==> config.mk <==
export PLATFORM = sky130hd
export DESIGN_NAME = io_port_arbiter_flat
export DESIGN_NICKNAME = d
export VERILOG_FILES = /design/src/rtl/io_port_arbiter_pkg.sv /design/src/rtl/io_port_arbiter_if.sv /design/src/rtl/io_port_arbiter_rr_pick.sv /design/src/rtl/io_port_arbiter.sv /design/src/flat_wrapper.sv
export SDC_FILE = /design/constraint.sdc
export NUM_CORES = 1
export LEC_CHECK = 0
export CAP_MARGIN = 40
export CELL_PAD_IN_SITES_DETAIL_PLACEMENT = 1
export CELL_PAD_IN_SITES_GLOBAL_PLACEMENT = 2
export CORE_ASPECT_RATIO = 0.6
export CORE_UTILIZATION = 23
export CTS_BUF_LIST = sky130_fd_sc_hd__clkbuf_8
export CTS_CLUSTER_SIZE = 40
export DETAILED_ROUTE_END_ITERATION = 8
export GPL_ROUTABILITY_DRIVEN = 0
export GPL_TIMING_DRIVEN = 0
export PLACE_DENSITY = 0.86
export SYNTH_ARGS = -nofsm -noshare
export SYNTH_HDL_FRONTEND = slang
export SYNTH_SLANG_ARGS = --single-unit
==> constraint.sdc <==
create_clock -name clk -period 2.5 [get_ports clk]
set_input_delay 0.375 -clock clk [delete_from_list [all_inputs] [get_ports clk]]
set_output_delay 0.375 -clock clk [all_outputs]
set_load 0.01 [all_outputs]
==> src/rtl/io_port_arbiter_pkg.sv <==
// Shared definitions for the PicoBlaze-style I/O port bus arbiter.
// Contains the state encoding, requester limit and default bus widths.
package io_arb_pkg;

    localparam int unsigned NREQ_MAX = 4;
    localparam int unsigned AW_DEF   = 8;
    localparam int unsigned DW_DEF   = 8;

    typedef logic [2:0] state_t;

    localparam logic [2:0] IDLE = 3'd0;
    localparam logic [2:0] WR   = 3'd1;
    localparam logic [2:0] RD   = 3'd2;
    localparam logic [2:0] RDW  = 3'd3;
    localparam logic [2:0] ACK  = 3'd4;

endpackage

==> src/rtl/io_port_arbiter_if.sv <==
// Requester handshake plus shared port bus of io_port_arbiter.
// With IO_ARB_LOCK_EN defined, a per-requester lock vector is added.
interface io_port_arbiter_if #(
    parameter int unsigned NREQ = 2,
    parameter int unsigned AW   = 8,
    parameter int unsigned DW   = 8
);
    logic [NREQ-1:0]    req;
    logic [NREQ-1:0]    we;
    logic [NREQ*AW-1:0] addr;
    logic [NREQ*DW-1:0] wdata;
    logic [NREQ-1:0]    ack;
    logic [DW-1:0]      rdata;
    logic [AW-1:0]      port_id;
    logic [DW-1:0]      out_port;
    logic               write_strobe;
    logic               read_strobe;
    logic [DW-1:0]      in_port;
`ifdef IO_ARB_LOCK_EN
    logic [NREQ-1:0]    lock;

    modport slave (
        input  req, we, addr, wdata, in_port, lock,
        output ack, rdata, port_id, out_port, write_strobe, read_strobe
    );
    modport master (
        output req, we, addr, wdata, in_port, lock,
        input  ack, rdata, port_id, out_port, write_strobe, read_strobe
    );
`else
    modport slave (
        input  req, we, addr, wdata, in_port,
        output ack, rdata, port_id, out_port, write_strobe, read_strobe
    );
    modport master (
        output req, we, addr, wdata, in_port,
        input  ack, rdata, port_id, out_port, write_strobe, read_strobe
    );
`endif
endinterface

==> src/rtl/io_port_arbiter_rr_pick.sv <==
// Combinational round-robin picker: first requester after 'last', with wrap.
// Indices at or above NREQ are never produced, so unused codes are skipped.
module rr_pick #(
    parameter  int unsigned NREQ = 2,
    localparam int unsigned IW   = $clog2(NREQ)
) (
    input  logic [NREQ-1:0] req,
    input  logic [IW-1:0]   last,
    output logic [IW-1:0]   grant,
    output logic            valid
);
    logic [IW-1:0] idx;

    // Scan farthest-first so the nearest requester after 'last' is written last.
    always_comb begin
        grant = '0;
        idx   = '0;
        valid = |req;
        for (int k = int'(NREQ); k >= 1; k--) begin
            idx = IW'((int'(last) + k) % int'(NREQ));
            if (req[idx]) begin
                grant = idx;
            end
        end
    end

endmodule

==> src/rtl/io_port_arbiter.sv <==
// Round-robin arbiter sharing one PicoBlaze-style I/O port bus among NREQ requesters.
// Optional IO_ARB_LOCK_EN adds lock inputs for atomic back-to-back grants.
module io_port_arbiter
    import io_arb_pkg::*;
#(
    parameter int unsigned NREQ = 2,
    parameter int unsigned AW   = AW_DEF,
    parameter int unsigned DW   = DW_DEF
) (
    input logic              clk,
    input logic              rst,
    io_port_arbiter_if.slave bus
);
    localparam int unsigned IW = $clog2(NREQ);

    state_t          state, state_nxt;
    logic [IW-1:0]   last, last_nxt;
    logic [IW-1:0]   gnt, gnt_nxt;
    logic [IW-1:0]   pick, sel;
    logic            pick_vld, relock;
    logic [NREQ-1:0] ack_sel;

    logic [AW-1:0]   port_id_q, port_id_nxt;
    logic [DW-1:0]   out_port_q, out_port_nxt;
    logic [DW-1:0]   rdata_q, rdata_nxt;
    logic [NREQ-1:0] ack_q, ack_nxt;
    logic            ws_q, ws_nxt;
    logic            rs_q, rs_nxt;

    logic [AW-1:0]   addr_a  [NREQ];
    logic [DW-1:0]   wdata_a [NREQ];

    for (genvar i = 0; i < int'(NREQ); i++) begin : g_split
        assign addr_a[i]  = bus.addr[i*AW +: AW];
        assign wdata_a[i] = bus.wdata[i*DW +: DW];
    end

    rr_pick #(.NREQ(NREQ)) u_pick (
        .req   (bus.req),
        .last  (last),
        .grant (pick),
        .valid (pick_vld)
    );

`ifdef IO_ARB_LOCK_EN
    logic lock_hold, lock_hold_nxt;
    // A lock seen in ACK re-grants the same requester in the very next IDLE cycle.
    assign relock = lock_hold & bus.req[gnt];
`else
    assign relock = 1'b0;
`endif

    assign sel     = relock ? gnt : pick;
    assign ack_sel = NREQ'(1) << gnt;

    always_comb begin
        state_nxt    = state;
        last_nxt     = last;
        gnt_nxt      = gnt;
        port_id_nxt  = port_id_q;
        out_port_nxt = out_port_q;
        rdata_nxt    = rdata_q;
        ack_nxt      = '0;
        ws_nxt       = 1'b0;
        rs_nxt       = 1'b0;
`ifdef IO_ARB_LOCK_EN
        lock_hold_nxt = 1'b0;
`endif
        case (state)
            IDLE: begin
                if (relock || pick_vld) begin
                    gnt_nxt      = sel;
                    port_id_nxt  = addr_a[sel];
                    out_port_nxt = wdata_a[sel];
                    if (!relock) begin
                        last_nxt = sel;
                    end
                    if (bus.we[sel]) begin
                        state_nxt = WR;
                        ws_nxt    = 1'b1;
                    end else begin
                        state_nxt = RD;
                        rs_nxt    = 1'b1;
                    end
                end
            end
            WR: begin
                state_nxt = ACK;
                ack_nxt   = ack_sel;
            end
            RD: begin
                state_nxt = RDW;
            end
            RDW: begin
                state_nxt = ACK;
                rdata_nxt = bus.in_port;
                ack_nxt   = ack_sel;
            end
            ACK: begin
                state_nxt = IDLE;
`ifdef IO_ARB_LOCK_EN
                lock_hold_nxt = bus.lock[gnt];
`endif
            end
            default: begin
                state_nxt = IDLE;
            end
        endcase
    end

    always_ff @(posedge clk) begin
        if (rst) begin
            state      <= IDLE;
            last       <= IW'(NREQ - 1);
            gnt        <= '0;
            port_id_q  <= '0;
            out_port_q <= '0;
            rdata_q    <= '0;
            ack_q      <= '0;
            ws_q       <= 1'b0;
            rs_q       <= 1'b0;
        end else begin
            state      <= state_nxt;
            last       <= last_nxt;
            gnt        <= gnt_nxt;
            port_id_q  <= port_id_nxt;
            out_port_q <= out_port_nxt;
            rdata_q    <= rdata_nxt;
            ack_q      <= ack_nxt;
            ws_q       <= ws_nxt;
            rs_q       <= rs_nxt;
        end
    end

`ifdef IO_ARB_LOCK_EN
    always_ff @(posedge clk) begin
        if (rst) begin
            lock_hold <= 1'b0;
        end else begin
            lock_hold <= lock_hold_nxt;
        end
    end
`endif

    assign bus.port_id      = port_id_q;
    assign bus.out_port     = out_port_q;
    assign bus.rdata        = rdata_q;
    assign bus.ack          = ack_q;
    assign bus.write_strobe = ws_q;
    assign bus.read_strobe  = rs_q;

endmodule

==> src/flat_wrapper.sv <==
// flat-port wrapper written by rule: the top's interface ports become plain ports
module io_port_arbiter_flat import io_arb_pkg::*;
#(
    parameter int unsigned NREQ = 2,
    parameter int unsigned AW   = AW_DEF,
    parameter int unsigned DW   = DW_DEF
)
  (clk, rst, bus_req, bus_we, bus_addr, bus_wdata, bus_in_port, bus_ack, bus_rdata, bus_port_id, bus_out_port, bus_write_strobe, bus_read_strobe);
  io_port_arbiter_if #(.NREQ(NREQ), .AW(AW), .DW(DW)) bus_i ();
  input logic clk;
  input logic rst;
  input wire logic [$bits(bus_i.req)-1:0] bus_req;
  input wire logic [$bits(bus_i.we)-1:0] bus_we;
  input wire logic [$bits(bus_i.addr)-1:0] bus_addr;
  input wire logic [$bits(bus_i.wdata)-1:0] bus_wdata;
  input wire logic [$bits(bus_i.in_port)-1:0] bus_in_port;
  output wire logic [$bits(bus_i.ack)-1:0] bus_ack;
  output wire logic [$bits(bus_i.rdata)-1:0] bus_rdata;
  output wire logic [$bits(bus_i.port_id)-1:0] bus_port_id;
  output wire logic [$bits(bus_i.out_port)-1:0] bus_out_port;
  output wire logic [$bits(bus_i.write_strobe)-1:0] bus_write_strobe;
  output wire logic [$bits(bus_i.read_strobe)-1:0] bus_read_strobe;
  assign bus_i.req = bus_req;
  assign bus_i.we = bus_we;
  assign bus_i.addr = bus_addr;
  assign bus_i.wdata = bus_wdata;
  assign bus_i.in_port = bus_in_port;
  assign bus_ack = bus_i.ack;
  assign bus_rdata = bus_i.rdata;
  assign bus_port_id = bus_i.port_id;
  assign bus_out_port = bus_i.out_port;
  assign bus_write_strobe = bus_i.write_strobe;
  assign bus_read_strobe = bus_i.read_strobe;
  io_port_arbiter #(.NREQ(NREQ), .AW(AW), .DW(DW)) u_core (.clk(clk), .rst(rst), .bus(bus_i));
endmodule
# Word-level counts from Yosys, hierarchy flattened
# Index checks and enable logic that the tools add are counted.
dict set report op_classes {
  bitwise 4
  shift 1
  n_addsub 2
  n_eq_ne 4
  n_lt_le_gt_ge 4
  n_reduce_logical 6
  mux 19
}
# cell n
set ops {}
lappend ops {{two-way mux 8 bit} 6}
lappend ops {{two-way mux 1 bit} 10}
lappend ops {{one-hot mux 3 bit (3 select lines)} 1}
lappend ops {{equality test 3 x 2 -> 1 bit, second input constant} 2}
lappend ops {{< comparator 1 x 2 -> 1 bit, second input constant} 3}
lappend ops {{OR reduction 2 bit} 3}
lappend ops {{equality test 3 x 1 -> 1 bit, second input constant} 1}
lappend ops {{zero test 3 bit} 1}
lappend ops {{two-way mux 3 bit} 1}
lappend ops {{NOT 1 bit} 3}
lappend ops {{OR reduction 3 bit} 1}
lappend ops {{adder 1 bit, second input constant} 2}
lappend ops {{>= comparator 2 bit, second input constant} 1}
lappend ops {{two-way mux 2 bit} 1}
lappend ops {{!= test 2 x 1 -> 1 bit, second input constant} 1}
lappend ops {{NOT 1 -> 2 bit} 1}
lappend ops {{AND reduction 2 bit} 1}
lappend ops {{left shift 1 x 1 -> 2 bit, first input constant} 1}
dict set report totals {
  elab_cells 49
  in_bits 46
  output_inout_bits 28
  register_bits 33
}

# Logic depth before layout (Yosys ltp)
# Gate-level depths: netlist of the first run.
dict set report depth {
  ltp_word 10
  depth_mapped 6
}

# Cells and area by module
# A second synthesis of the first run with hierarchy kept.
dict set report hier_totals {
  cells_unflattened 127
  hier_area_um2 1392.6
}
# mod seq_area_each_um2 cells_each n_inst area_per_inst_um2
set by_module_without_submodules {}
lappend by_module_without_submodules {io_port_arbiter 660.6 125 1 1378.8}
lappend by_module_without_submodules {rr_pick 0.0 2 1 13.8}

# Least setup slack after synthesis of the first run
# No wires, ideal clock.
dict set report synth_timing {
  path_kind {reg2reg}
  startpoint {reg u_core.state[2]}
  endpoint {reg u_core.out_port_q[3] (netlist: u_core.bus.out_port[3])}
  slack_ns 0.744
  t_required_ns 2.414
  arrival_ns 1.669
  synth_period_minus_slack_ns 1.756
  path_stages_with_launch 7
  path_buffers 3
  path_cell_list {dfxtp_1 > or3_1 > buf_6 > or3_1 > buf_6 > buf_8 > a221oi_2}
}
dict set report synth_via {
  elab_chain_cells 2
}
# element line
set synth_rtl {}
lappend synth_rtl {{start: declaration} io_port_arbiter.sv:16} ;# state_t state, state_nxt;
lappend synth_rtl {{start signal: assignment} io_port_arbiter.sv:123} ;# state <= state_nxt;
lappend synth_rtl {{zero test 3 bit} io_port_arbiter.sv:69} ;# case (state)
lappend synth_rtl {{AND reduction 2 bit (no line)} --}
lappend synth_rtl {{end signal: assignment} io_port_arbiter.sv:127} ;# out_port_q <= out_port_nxt;
lappend synth_rtl {{end: declaration} io_port_arbiter.sv:24} ;# logic [DW-1:0] out_port_q, out_port_nxt;
# Every way passes these cells.
# A chain may end at the register's enable or synchronous reset.

# Worst setup path after layout of the first run
dict set report layout_timing {
  startpoint {in bus_req[0]}
  endpoint {reg u_core.port_id_q[3] (netlist: u_core.bus.port_id[3])}
}
dict set report layout_via {
  elab_chain_cells 8
}
# element line
set layout_rtl {}
lappend layout_rtl {{start: declaration} flat_wrapper.sv:12} ;# input wire logic [$bits(bus_i.req)-1:0] bus_req;
lappend layout_rtl {{two-way mux 1 bit (implied by the code) (2 in series)} io_port_arbiter_rr_pick.sv:21} ;# if (req[idx]) begin
lappend layout_rtl {{two-way mux 1 bit (2 in series)} io_port_arbiter_rr_pick.sv:21}
lappend layout_rtl {{NOT 1 -> 2 bit (implied by the code)} io_port_arbiter.sv:73} ;# port_id_nxt = addr_a[sel];
lappend layout_rtl {{two-way mux 8 bit (implied by the code) (3 in series)} io_port_arbiter.sv:73}
lappend layout_rtl {{end signal: assignment} io_port_arbiter.sv:126} ;# port_id_q <= port_id_nxt;
lappend layout_rtl {{end: declaration} io_port_arbiter.sv:23} ;# logic [AW-1:0] port_id_q, port_id_nxt;
# Several ways; a longest one is shown, not always the timed one. The select of a mux whose other input is x is not followed.

==> results of run 1 <==
[per-stage QoR]
step           cell area, sq um  hold WS [ps]  instances  total power (uW)
2_1_floorplan              1459         406.5        151             849.6
3_3_place_gp               2295         468.6        308              1084
3_5_place_dp               2295         462.8        308              1089
4_1_cts                    2396         483.6        316              1545
5_1_grt                    2396         499.4        316              1609
6_report                   2396         481.2        316              1520
[state kept, by name (all words and copies together) (netlist names), 2 cells and up]
register,count
u_core.bus.out_port,8
u_core.bus.port_id,8
u_core.bus.rdata,8
u_core.state,3
u_core.bus.ack,2
[placed cells by master (no fill, tap or decap)]
cell type,Yosys,layout
clkdlybuf4s50_1,0,73
dfxtp_1,33,33
inv_1,18,18
nor3_1,17,17
nand2b_1,16,16
nor2_1,11,11
a221oi_2,9,9
mux2i_1,9,9
clkbuf_1,7,7
a221oi_1,7,7
clkbuf_8,0,7
or3_1,3,3
nor2b_1,3,3
buf_6,2,2
a21oi_1,2,2
a2111oi_0,2,2
nand3b_1,2,2
nor3_2,1,1
buf_2,1,1
a21bo_2,1,1
buf_8,1,1
a21boi_0,1,1
nor3b_1,1,1
and2_1,1,1
or4b_2,1,1
a22oi_1,1,1
a221o_1,1,1
clkinv_2,0,1
[cell type report]
class	instances	area, sq um	share of cell area [%]
Multi-Input combinational cell	89	661.9	27.62
Inverter	18	67.56	2.820
Clock buffer	7	96.34	4.021
Timing Repair Buffer	73	730.7	30.50
Tap cell	84	105.1	4.386
Buffer	11	68.82	2.872
Clock inverter	1	5.005	0.2089
Sequential cell	33	660.6	27.57
[final timing paths]
| check | startpoint | endpoint | slack (ps) |
|---|---|---|---|
| max | bus_req[0] | u_core.bus.port_id[3]$_SDFFE_PP0P_ | 490 |
| min | u_core.gnt$_SDFFE_PP0P_ | u_core.bus.ack[0]$_SDFF_PP0_ | 480 |
| max reg2reg | u_core.state[2]$_SDFFE_PP0P_ | u_core.bus.port_id[3]$_SDFFE_PP0P_ | 510 |
| min reg2reg | u_core.gnt$_SDFFE_PP0P_ | u_core.bus.ack[0]$_SDFF_PP0_ | 480 |
[critical path: stages]
cell             delay (ps)
clkdlybuf4s50_1         580
a21bo_2                 160
clkbuf_1                370
clkbuf_1                430
nor3_1                   90
a221oi_1                200
[cells by family after synthesis]
| logic type | count (synthesis) | synth area share, % |
|---|---|---|
| AO/OA/AOI/OAI | 24 | 17.75 |
| buffers and inverters | 29 | 9.347 |
| flip-flops | 33 | 45.28 |
| multiplexers | 9 | 6.175 |
| AND/OR/NAND/NOR | 56 | 21.44 |
[metal layers]
layer | up-vias | track usage, %
li1 | 686 | -
met1 | 656 | 20.45
met2 | 47 | 17.96
met3 | 3 | 4.762
met4 | 0 | 2.641
met5 | - | 0
[power groups by stage]
stage | clock network [uW] | logic (uW) | registers, uW
floorplan | 0 | 182 | 668
global placement | 0 | 439 | 645
detailed placement | 0 | 444 | 645
CTS | 465 | 446 | 634
global route | 493 | 474 | 642
finish | 447 | 440 | 634
==> results by group, run 1 <==
STA
  – Post-route minimum period: 2015 ps
  – Final Cycle Share: 80.58%
  – Final TNS setup: 0 ps
  – Final Max Slew Viols: 0
  – Final Skew: ~2.1 ps
  – Slew @ Worst Pin: 590.0 ps
  – # setup viols final: 0
  – Slew Limit Headroom: 60.67%
  – Min setup slack post-route: 485.5 ps
  – Maximum clock frequency: about 0.5 GHz
  – RSZ-0062 raised after global routing: no
  – Final hold violations: 0

Worst hold path
  – Hold depth: 1
  – Hold Crit Class: flip-flop to flip-flop

Drt
  – Residual DRC count: 0
  – Met2 wire len: 1701 microns
  – Iteration count of the initial detailed-routing pass: 4
  – Initial drt markers: 38
  – Routed len/inst: between 10 and 15 microns
  – Met3 WL: 246 microns
  – Wire length on met1: 2339 microns
  – Via count: ~1400
  – Top Layer Used: met4
  – Routed Antenna Nets: 0
  – Vias per cell: 4.405
  – Routed Wire Length: 4302 microns

Power
  – P_leak: 0.0009599 uW
  – Cell Int Power: 1095 uW
  – Peak VDD IR: 209.2 uV
  – Sequential share of power: 41.7%
  – Psw: 424.9 uW
  – Sw Ratio: between 20% and 30%
  – Part of the power in combinational logic: ~29%
  – Pwr/cell area: ~630 nW/um^2
  – Clock power share: 29.4%

Clock tree
  – Clock latency on the worst-skew pair: 280 ps
  – CTS root buffer: clkbuf_8
  – Reg clk slew, reported paths: 70 ps
  – CTS tree: built
  – Post-CTS Resized: 0
  – H-tree depth: 2
  – Max clock buf depth: 2
  – Clock sink count: 33
  – Hold-fix buffers, CTS: 0
  – Clock buffer count from CTS: 5
  – Post-CTS setup buffer count: 0

Yosys
  – Share of the synthesized area in the top cell type: 45.28%
  – Mean Syn Cell Area: 9.662 sq um
  – Sequential fraction of the synthesis area: 45.28%
  – Top post-synthesis cells by count: dfxtp_1, inv_1, nor3_1
  – Synthesized area: 1459 sq um
  – Primary FF master, synth: dfxtp_1
  – #FFs+latches synth: 33
  – Count leader, synth: dfxtp_1
  – Area contributors post-synth: dfxtp_1, a221oi_2, nand2b_1
  – Syn. warnings: 0
  – Syn Inst Count: 151
  – Post-synth cell types: 25
  – Synth area leader: dfxtp_1
  – Post-synth EDFFs: 0
  – Syn_nets: between 150 and 200
  – Ys async rst share: 0%

Final layout
  – FILL cells: 715
  – Nets@finish: 277
  – ANT cells: 0
  – Layout cell share with drive strength beyond 1: 10.34%
  – P&R area growth vs syn: 64.24%
  – Final core occ: between 30% and 40%

Place
  – Port bufs: 73
  – DP HPWL: 3229 microns
  – Pre-CTS WS: approximately 210 ps

Setup path
  – Crit path max fanout: 10
  – Startpoint Class: primary input
  – Reg2reg path depth: 5
  – CP Data Required Time: ~2700 ps
  – Crit Path Category: primary input to flip-flop
  – Setup crit end kind: flip-flop
  – Crit path DAT: between 2000 and 2500 ps

Job
  – MaxCap Viol Count: 0

Global routing
  – Vias in the first global route: 1354
  – First-pass GRT wire length: 6879 microns
  – Largest net degree at the start of global routing: 11
  – Initial antenna violation count: 0
  – Total Routing Usage GR: 13.55%
  – Total gr overflow: 0

Floorplan
  – Boundary pin count: 74
  – Die Y: ~64 microns
  – Cell row count: 22
  – Die area: approximately 6700 sq um
  – Initial Utilization: 23.87%
  – Core area: 6111 sq um
  – Die X: 104.8 microns

Status
  – Status: completed
Note: power is estimated with default switching activity, not from simulation.
==> inputs of run 2 (changes only) <==
--- a/config.mk
+++ b/config.mk
@@ -9,13 +9,13 @@
 export CELL_PAD_IN_SITES_DETAIL_PLACEMENT = 1
 export CELL_PAD_IN_SITES_GLOBAL_PLACEMENT = 2
 export CORE_ASPECT_RATIO = 0.6
-export CORE_UTILIZATION = 23
+export CORE_UTILIZATION = 21
 export CTS_BUF_LIST = sky130_fd_sc_hd__clkbuf_8
 export CTS_CLUSTER_SIZE = 40
 export DETAILED_ROUTE_END_ITERATION = 8
 export GPL_ROUTABILITY_DRIVEN = 0
 export GPL_TIMING_DRIVEN = 0
-export PLACE_DENSITY = 0.86
+export PLACE_DENSITY = 0.83
 export SYNTH_ARGS = -nofsm -noshare
 export SYNTH_HDL_FRONTEND = slang
 export SYNTH_SLANG_ARGS = --single-unit
==> constraint.sdc (replaced) <==
create_clock -name clk -period 1.65 [get_ports clk]
set_input_delay 0.2475 -clock clk [delete_from_list [all_inputs] [get_ports clk]]
set_output_delay 0.2475 -clock clk [all_outputs]
set_load 0.01 [all_outputs]
==> results by group, run 2 (same netlist as run 1, synthesis figures left out) <==
Power
  – Sw Ratio: 27.99% (+0.037 points)
  – Pwr/cell area: 937.8 nW/um^2 (+48%)
  – Cell Int Power: 1787 uW (+63%)
  – Part of the power in combinational logic: 34.5% (+5.6 points)
  – Clock power share: 26.8% (-2.6 points)
  – Final Power: 2482 uW (+63%)
  – Sequential share of power: 38.7% (-3.0 points)
  – Peak VDD IR: 375.4 uV (+79%)
  – P_leak: 0.001069 uW (+11%)
  – Psw: 694.6 uW (+63%)

Global routing
  – Total Routing Usage GR: 13.57% (+0.021 points)
  – Largest net degree at the start of global routing: 11 (unchanged)
  – Initial antenna violation count: 0 (unchanged)
  – GRT met1 Usage: 17.79% (-2.7 points)
  – Met3 Usage GRT: 6.654% (+1.9 points)
  – Met2 Use GR: 20.05% (+2.1 points)
  – First-pass GRT wire length: 7396 microns (+7.5%)
  – Vias in the first global route: 1492 (+10%)
  – Busiest layer in global routing: met2
  – Total gr overflow: 0 (unchanged)

Setup path
  – RR Endpoint: u_core.bus.port_id[3]$_SDFFE_PP0P_
  – Delay-heaviest family, CP: simple AND/OR/NAND/NOR gates
  – Startpoint Class: flip-flop
  – CP max stage delay: 490 ps (-90 ps)
  – Setup crit end kind: flip-flop
  – CP most frequent cell: or3_4
  – Worst Setup EP: u_core.bus.port_id[3]$_SDFFE_PP0P_
  – Slowest CP cell: or3_4
  – Crit Path Category: flip-flop to flip-flop
  – Bufs and invs on worst path: 1 (-2)
  – R2R Setup Slk: -70 ps (-580 ps)
  – Crit path max fanout: 6 (-4)
  – CP Data Required Time: 1840 ps (-850 ps)
  – Reg2reg path depth: 4 (-1)
  – Worst path cell trace: or3_4, or3_4, buf_6, a221oi_2
  – Critical path depth: 4 (-2)
  – Crit path DAT: 1920 ps (-290 ps)
  – Critical path startpoint: u_core.state[0]$_SDFFE_PP0P_
  – Worst r2r src: u_core.state[0]$_SDFFE_PP0P_

STA
  – Final Max Slew Viols: 0 (unchanged)
  – RSZ-0062 raised after global routing: yes
  – Post-route minimum period: 1723 ps
  – Maximum clock frequency: 0.5804 GHz
  – Final hold violations: 0 (unchanged)
  – Final TNS setup: -461.6 ps (-461.6 ps)
  – Slew @ Worst Pin: 587.0 ps (-2.969 ps)
  – Min setup slack post-route: -73.04 ps (-558.5 ps)
  – WHS: 440.3 ps (-40.97 ps)
  – Final Cycle Share: 104.4%
  – Slew Limit Headroom: 60.86% (+0.20 points)
  – Final Skew: 7.372 ps (+5.300 ps)
  – # setup viols final: 15 (+15)

Drt
  – Initial drt markers: 17 (-55%)
  – Residual DRC count: 0 (unchanged)
  – Routed Wire Length: 4605 microns (+7.0%)
  – Routed Antenna Nets: 0 (unchanged)
  – Vias per cell: 4.363 (-0.97%)
  – Via count: 1444 (+3.7%)
  – Iteration count of the initial detailed-routing pass: 4 (unchanged)
  – Routed len/inst: 13.91 microns (+2.2%)

Clock tree
  – CTS tree: built
  – Clock sink count: 33 (unchanged)
  – Clock buffer count from CTS: 5 (unchanged)
  – CTS root buffer: clkbuf_8
  – Reg clk slew, reported paths: 70 ps (about the same)
  – Hold-fix buffers, CTS: 0 (unchanged)
  – Max clock buf depth: 2 (unchanged)
  – H-tree depth: 2 (unchanged)
  – Clock latency on the worst-skew pair: 280 ps (about the same)

Status
  – Status: finished, violations left
  – Violations in the final reports: setup timing

Final layout
  – Final cell count without fillers: 331 (+4.7%)
  – P&R area growth vs syn: 81.39%
  – ANT cells: 0 (unchanged)
  – Commonest non-fill, non-tap cell in the layout: clkdlybuf4s50_1
  – Layout cell share with drive strength beyond 1: 22.13% (+12 points)
  – Nets@finish: 289 (+4.3%)
  – Most frequent cells in the layout: clkdlybuf4s50_1, dfxtp_1, inv_1, nand2b_1
  – Final core occ: 39.47% (+0.26 points)

Floorplan
  – Die Y: 66.56 microns (+4.5%)
  – Cell row count: 23 (+4.5%)
  – Die X: 109.6 microns (+4.6%)
  – Initial Utilization: 21.76% (-2.1 points)
  – Boundary pin count: 74 (unchanged)
  – Core area: 6705 sq um (+9.7%)
  – Die area: 7295 sq um (+9.3%)

Place
  – Post-Place Cells: 311 (+0.97%)
  – Port bufs: 73 (unchanged)
  – DP HPWL: 3233 microns (+0.14%)

Job
  – MaxCap Viol Count: 0 (unchanged)

Worst hold path
  – Hold Crit Class: flip-flop to flip-flop
run 2: changes by cell type in the layout (fill, tap and decap cells not counted), moves of 2 or more:
cell and change:
or3_4 +2, a221oi_1 -7, buf_6 +2, buf_4 +10, dfxtp_4 +2, nor3_1 -2
or3_1 -2, clkbuf_1 -4, dfxtp_1 -3, buf_12 +2, clkbuf_2 +2, a221oi_2 +6
run 2: area by class of cell:
cell class	instances	area, sq um
tap	87	108.9
multi-input combinational	89	744.5
sequential	33	669.4
inverter	18	67.56
buffer	7	56.30
clock buffer	7	96.34
fill	779	4059
clock inverter	1	5.005
timing repair buffer	89	898.4
run 2: layer usage:
metal	part of all wire (%)	vias to the layer above
met5	0	-
met4	0.17	0
met3	9.3	2
met2	42	44
met1	49	679
li1	-	719
run 2: through the flow:
step	worst slack, ps	area [sq um]
after floorplan	-95.98	1463
after global placement	-541.4	2302
after detailed placement	-601.8	2302
after CTS	-148.5	2606
after global routing	-135.2	2646
final	-73.04	2646
run 2: timing repair:
action | 4_1_cts | 5_1_grt
gates resized for setup | 17 | 14
pin swaps | 9 | 9
setup endpoints to repair | 17 | 25
buffers inserted | 12 | 2
gates cloned | 1 | 1
endpoints found under the hold margin | 0 | 0
run 2: worst min path at each step:
| stage | cells after the start | start | to |
|---|---|---|---|
| floorplan | 2 | bus_in_port[0] | u_core.bus.rdata[0]$_SDFFE_PP0N_ |
| global placement | 1 | u_core.gnt$_SDFFE_PP0P_ | u_core.bus.ack[0]$_SDFF_PP0_ |
| detailed placement | 1 | u_core.gnt$_SDFFE_PP0P_ | u_core.bus.ack[0]$_SDFF_PP0_ |
| CTS | 1 | u_core.gnt$_SDFFE_PP0P_ | u_core.bus.ack[0]$_SDFF_PP0_ |
| global route | 1 | u_core.gnt$_SDFFE_PP0P_ | u_core.bus.ack[0]$_SDFF_PP0_ |
| finish | 1 | u_core.gnt$_SDFFE_PP0P_ | u_core.bus.ack[0]$_SDFF_PP0_ |
run 2: power groups by stage:
stage | combinational, uW | sequential, uW | clock (uW)
6_report | 856 | 961 | 665
5_1_grt | 924 | 974 | 739
4_1_cts | 831 | 960 | 710
3_5_place_dp | 674 | 980 | 0
3_3_place_gp | 667 | 978 | 0
2_1_floorplan | 278 | 1010 | 0
